## src/rtl/servo_pkg.sv

```systemverilog
// rtl/servo_pkg.sv - shared constants and state encoding for the servo PWM block
package servo_pkg;
    localparam int ANGLE_MAX       = 180;
    localparam int DEF_FRAME_TICKS = 1_000_000;
    localparam int DEF_MIN_TICKS   = 25_000;
    localparam int DEF_DEG_TICKS   = 556;

    typedef enum logic [1:0] {
        IDLE,
        CALC,
        RUN
    } state_e;
endpackage

```

## src/rtl/angle_to_ticks.sv

```systemverilog
// rtl/angle_to_ticks.sv - clamp an angle to 0..180 and convert it to a pulse width in ticks
module angle_to_ticks
    import servo_pkg::*;
#(
    parameter int CW        = 20,
    parameter int MIN_TICKS = DEF_MIN_TICKS,
    parameter int DEG_TICKS = DEF_DEG_TICKS
) (
    input  logic [7:0]    angle,
    output logic [CW-1:0] ticks
);
    logic [7:0] a_clamped;

    always_comb begin
        a_clamped = (angle > 8'(ANGLE_MAX)) ? 8'(ANGLE_MAX) : angle;
        ticks     = CW'(MIN_TICKS) + CW'(a_clamped) * CW'(DEG_TICKS);
    end
endmodule

```

## src/rtl/servo_pwm_out.sv

```systemverilog
// rtl/servo_pwm_out.sv - four-channel servo PWM with per-frame angle snapshot and
// double-buffered pulse thresholds computed by one shared converter
module servo_pwm_out
    import servo_pkg::*;
#(
    parameter int FRAME_TICKS = DEF_FRAME_TICKS,
    parameter int MIN_TICKS   = DEF_MIN_TICKS,
    parameter int DEG_TICKS   = DEF_DEG_TICKS
) (
    input  logic       clk,
    input  logic       rst,
    input  logic       en,
    input  logic [7:0] angle1,
    input  logic [7:0] angle2,
    input  logic [7:0] angle3,
    input  logic [7:0] angle4,
    output logic       pwm1,
    output logic       pwm2,
    output logic       pwm3,
    output logic       pwm4,
    output logic       frame_start,
    output logic       active
);
    localparam int            CW       = $clog2(FRAME_TICKS);
    localparam logic [CW-1:0] CNT_SNAP = CW'(FRAME_TICKS - 6);
    localparam logic [CW-1:0] CNT_LAST = CW'(FRAME_TICKS - 1);

    state_e        state_q, state_d;
    logic [CW-1:0] frame_cnt_q, frame_cnt_d;
    logic [1:0]    ch_q, ch_d;
    logic          first_q, first_d;
    logic [7:0]    snap_q [4];
    logic [7:0]    snap_d [4];
    logic [CW-1:0] thr_next_q [4];
    logic [CW-1:0] thr_next_d [4];
    logic [CW-1:0] thr_active_q [4];
    logic [CW-1:0] thr_active_d [4];
    logic [3:0]    pwm_q, pwm_d;
    logic          frame_start_q, frame_start_d;
    logic          active_q, active_d;
    logic          running;
    logic [CW-1:0] calc_ticks;

    angle_to_ticks #(
        .CW       (CW),
        .MIN_TICKS(MIN_TICKS),
        .DEG_TICKS(DEG_TICKS)
    ) u_angle_to_ticks (
        .angle(snap_q[ch_q]),
        .ticks(calc_ticks)
    );

    always_comb begin
        state_d      = state_q;
        frame_cnt_d  = frame_cnt_q;
        ch_d         = ch_q;
        first_d      = first_q;
        snap_d       = snap_q;
        thr_next_d   = thr_next_q;
        thr_active_d = thr_active_q;
        running      = 1'b0;

        case (state_q)
            IDLE: begin
                frame_cnt_d = '0;
                if (en) begin
                    snap_d  = '{angle1, angle2, angle3, angle4};
                    first_d = 1'b1;
                    ch_d    = 2'd0;
                    state_d = CALC;
                end
            end
            CALC: begin
                // The start-up CALC has no frame behind it, so the counter waits at 0.
                running             = !first_q;
                thr_next_d[ch_q]    = calc_ticks;
                ch_d                = ch_q + 2'd1;
                frame_cnt_d         = first_q ? '0 : frame_cnt_q + 1'b1;
                if (ch_q == 2'd3) begin
                    state_d = RUN;
                    if (first_q) begin
                        thr_active_d = thr_next_d;
                        first_d      = 1'b0;
                    end
                end
            end
            RUN: begin
                running     = 1'b1;
                frame_cnt_d = frame_cnt_q + 1'b1;
                if (frame_cnt_q == CNT_SNAP) begin
                    snap_d  = '{angle1, angle2, angle3, angle4};
                    ch_d    = 2'd0;
                    state_d = CALC;
                end else if (frame_cnt_q == CNT_LAST) begin
                    frame_cnt_d  = '0;
                    thr_active_d = thr_next_q;
                    if (!en) begin
                        state_d = IDLE;
                    end
                end
            end
            default: state_d = IDLE;
        endcase

        for (int i = 0; i < 4; i++) begin
            pwm_d[i] = running && (state_d != IDLE) && (frame_cnt_q < thr_active_q[i]);
        end
        frame_start_d = running && (frame_cnt_q == '0);
        active_d      = (state_d != IDLE);
    end

    always_ff @(posedge clk) begin
        if (rst) begin
            state_q       <= IDLE;
            frame_cnt_q   <= '0;
            ch_q          <= '0;
            first_q       <= 1'b0;
            snap_q        <= '{default: '0};
            thr_next_q    <= '{default: '0};
            thr_active_q  <= '{default: '0};
            pwm_q         <= '0;
            frame_start_q <= 1'b0;
            active_q      <= 1'b0;
        end else begin
            state_q       <= state_d;
            frame_cnt_q   <= frame_cnt_d;
            ch_q          <= ch_d;
            first_q       <= first_d;
            snap_q        <= snap_d;
            thr_next_q    <= thr_next_d;
            thr_active_q  <= thr_active_d;
            pwm_q         <= pwm_d;
            frame_start_q <= frame_start_d;
            active_q      <= active_d;
        end
    end

    assign pwm1        = pwm_q[0];
    assign pwm2        = pwm_q[1];
    assign pwm3        = pwm_q[2];
    assign pwm4        = pwm_q[3];
    assign frame_start = frame_start_q;
    assign active      = active_q;
endmodule
```

## config.mk

```make
export PLATFORM = sky130hd
export DESIGN_NAME = servo_pwm_out
export DESIGN_NICKNAME = d
export VERILOG_FILES = /design/src/rtl/servo_pkg.sv /design/src/rtl/angle_to_ticks.sv /design/src/rtl/servo_pwm_out.sv
export SDC_FILE = /design/constraint.sdc
export NUM_CORES = 1
export LEC_CHECK = 0
export CORE_MARGIN = 2
export CORE_UTILIZATION = 60
export CTS_CLUSTER_DIAMETER = 150
export DETAILED_ROUTE_END_ITERATION = 8
export PLACE_DENSITY = 0.78
export SYNTH_ARGS = -nofsm -noshare
export SYNTH_HDL_FRONTEND = slang
export SYNTH_SLANG_ARGS = --single-unit
```

## constraint.sdc

```tcl
create_clock -name clk -period 8.78 [get_ports clk]
set_input_delay 1.756 -clock clk [delete_from_list [all_inputs] [get_ports clk]]
set_output_delay 1.756 -clock clk [all_outputs]
set_load 0.01 [all_outputs]
```

==> impl_metrics.ini <==
[drt]
dr_total_vias = 10500
ant_nets = 0
firstDrtPassIters = 6
wl_per_cell_um = 17.8
drt-initial-drc-count = 818
routed_via_density = 5.95
wirelength_um = 31200
drc = 0

[critical_path]
critPathArrivalTime_ns = 6.98
end_kind = flop
required_ns = 9.20
critPathKind = reg2reg
cp_max_fo = 13
cp-start-kind = flop

[clocking]
clk_latency_ns = 0.53
clkSlewWorstSetupHoldPaths_ns = 0.06
ctsHoldBuffers = 0
numCtsBuffers = 25
cts_root_buf = clkbuf_16
ctsHtreeMaxLevel = 1
cts_resized = 0
cts_tree = built
clock_path_buffers = 3
cts_setup_buffers = 0
cts.sinks = 223

[global_routing]
track_usage_pct = 29.0
grt-ovfl-total = 0
antenna_found_initial = 0
grt_pass1_vias = 10000
grt_max_degree = 115
grt_pass1_wl_um = 51000

[pwr]
power_density_nw_per_um2 = 192
switching_share_pct = 30.5
ir_worst_vdd_mv = 0.153
p_clk_share_pct = 39.0
total_power_mw = 2.61
internal-power_mw = 1.81
comb_power_share_pct = 20.5
seq_power_share_pct = 40.5
leakagePower_nw = 5.48
switching_power_mw = 0.794

[floorplan]
dieHeight_um = 147
rows = 52
core_area_sq_um = 20200
die_x_um = 147
start_util_pct = 61.1
dieArea_sq_um = 21700
io_pins = 41

[synthesis]
synth_area_sq_um = 12300
ys_types = 75
synth.area.mux_share_pct = 4.18
synth_enable_flop_cells = 0
syn_inst = 1482
synth_fa_ha_area_share_pct = 13.7
synth_top_family_by_area = compound AO/OA/AOI/OAI gates
synth-compound-area-share_pct = 19.4
syn-num-nets = 1648
synth_xor_area_share_pct = 0.924
synthFlopType = dfxtp_1
syn_avg_cell_area_sq_um = 8.32
yosysSeqAreaShare_pct = 36.2
yosysTopAreaCellShare_pct = 36.2
synthArstFlopShare_pct = 0
synth_area_leaders = dfxtp_1 (36%), ha_1 (13%), a21oi_1 (5.9%)
synth_top_area_cell = dfxtp_1
yosys.area_share.simple_pct = 19.1
yosysWarnings = 0
synth-seq-cells = 223

[sta]
rsz0062_at_grt = no
fmax_ghz = 0.152
fin_crit_ns = 6.56
skew_ns = 0.0119
final.setup.tns_ns = 0
worst_slack_ns = 2.22
tightestPinTransition_ns = 1.10
slew_violations = 0
hold_viol = 0
relSlewSlack_pct = 26.8
finalCritPeriodShare_pct = 74.7
setup_violations = 0

[finish]
final_common_cell = dfxtp_1
stdcell_count = 1758
finish.instance_area_sq_um = 13600
final_cell_mix = dfxtp_1 (223), nor2_1 (177), nand2_1 (150)
area_delta_synth_final_pct = 10.1
final_net_count = 1638
drive_above_1_share_pct = 5.38
diodes = 0

[placed_design]
place_hpwl_um = 21000
place_area_sq_um = 12800
gp_congestion = 0.941
dp_worst_setup_slack_ns = 2.26
place_inst = 1715
port_buffers = 40

[worst_hold_path]
hp-class = reg2reg

[run_status]
status = finished, final reports clean

[run]
cap_violations = 0
==> worst max-delay path, cell delays in order (launching register included) <==
cell,delay [ns]
dfxtp_1,0.76
mux4_2,0.70
nand4b_1,0.17
o21ai_0,0.12
nor2b_1,0.68
ha_1,0.27
inv_1,0.05
fa_1,0.46
fa_1,0.54
inv_1,0.04
ha_1,0.42
a21oi_1,0.12
and2_1,0.19
a21oi_1,0.33
o221ai_1,0.18
a32oi_1,0.26
nand3b_1,0.16
xnor2_1,0.56
nand2_1,0.14
a221oi_1,0.28
==> stage by stage <==
| step | hold WS [ns] | util (%) |
|---|---|---|
| 2_1_floorplan | 0.429 | - |
| 3_5_place_dp | 0.444 | 63.4 |
| 4_1_cts | 0.450 | 67.3 |
| 6_report | 0.447 | 67.3 |
| 5_1_grt | 0.472 | 67.3 |
| 3_3_place_gp | 0.438 | 63.4 |
==> kinds of logic after synthesis <==
kind of cell	after synthesis
and+or+nand+nor	500
buffers and inverters	200
adders and majority gates	131
other	1
DFF	223
muxes	41
xor gates and xnor gates	13
AOI/OAI and AO/OA	373
==> final cells by class <==
class	count	area, sq um
clock buffer	34	699
clock inverter	9	91.3
fill	1662	6600
inverter	115	432
multi-input combinational	1059	7090
sequential	223	4460
tap	270	338
timing repair buffer	48	462
==> synthesized netlist by cell type, types with 11 or more instances <==
cell type and number:
nand3_1 40, nor2b_1 11, and3_1 25, ha_1 124, inv_1 114, a311oi_1 12, o211ai_1 14, nor2_1 177
clkbuf_1 70, a21o_1 27, dfxtp_1 223, mux2i_1 32, a21oi_1 146, nand2_1 151, nand2b_1 14, o21ai_0 51
a211oi_1 65
==> path summary, 6_finish.rpt <==
check             startpoint          endpoint  slack [ns]  cells past startpoint
min reg2reg  thr_active_q[0]   thr_active_q[0]        0.45                      2
max                  ch_q[0]  thr_active_q[75]        2.22                     19
min          thr_active_q[0]   thr_active_q[0]        0.45                      2
max reg2reg          ch_q[0]  thr_active_q[75]        2.22                     19
==> sequential cells by signal (all words and copies together), names as in the netlist <==
signal / count
thr_active_q: 80
frame_cnt_q: 20
first_q: 1
thr_next_q: 80
frame_start: 1
state_q: 2
snap_q: 32
ch_q: 2
active: 1
pwm_q: 4
==> power by group through the flow <==
stage	logic, mW	registers [mW]	clock network [mW]
2_1_floorplan	0.397	1.07	0
3_3_place_gp	0.517	1.08	0
3_5_place_dp	0.527	1.08	0
4_1_cts	0.531	1.06	1.02
5_1_grt	0.594	1.06	1.06
6_report	0.534	1.06	1.02
==> routing by layer <==
layer  global-route usage, %  up-vias  share of wire [%]
li1                        -     5174                  -
met1                    38.1     4818                 43
met2                    48.3      385                 46
met3                    4.29       79                6.8
met4                    11.4        0                3.6
met5                       0        -                  0
No activity file was read; power rests on OpenSTA's default activity.
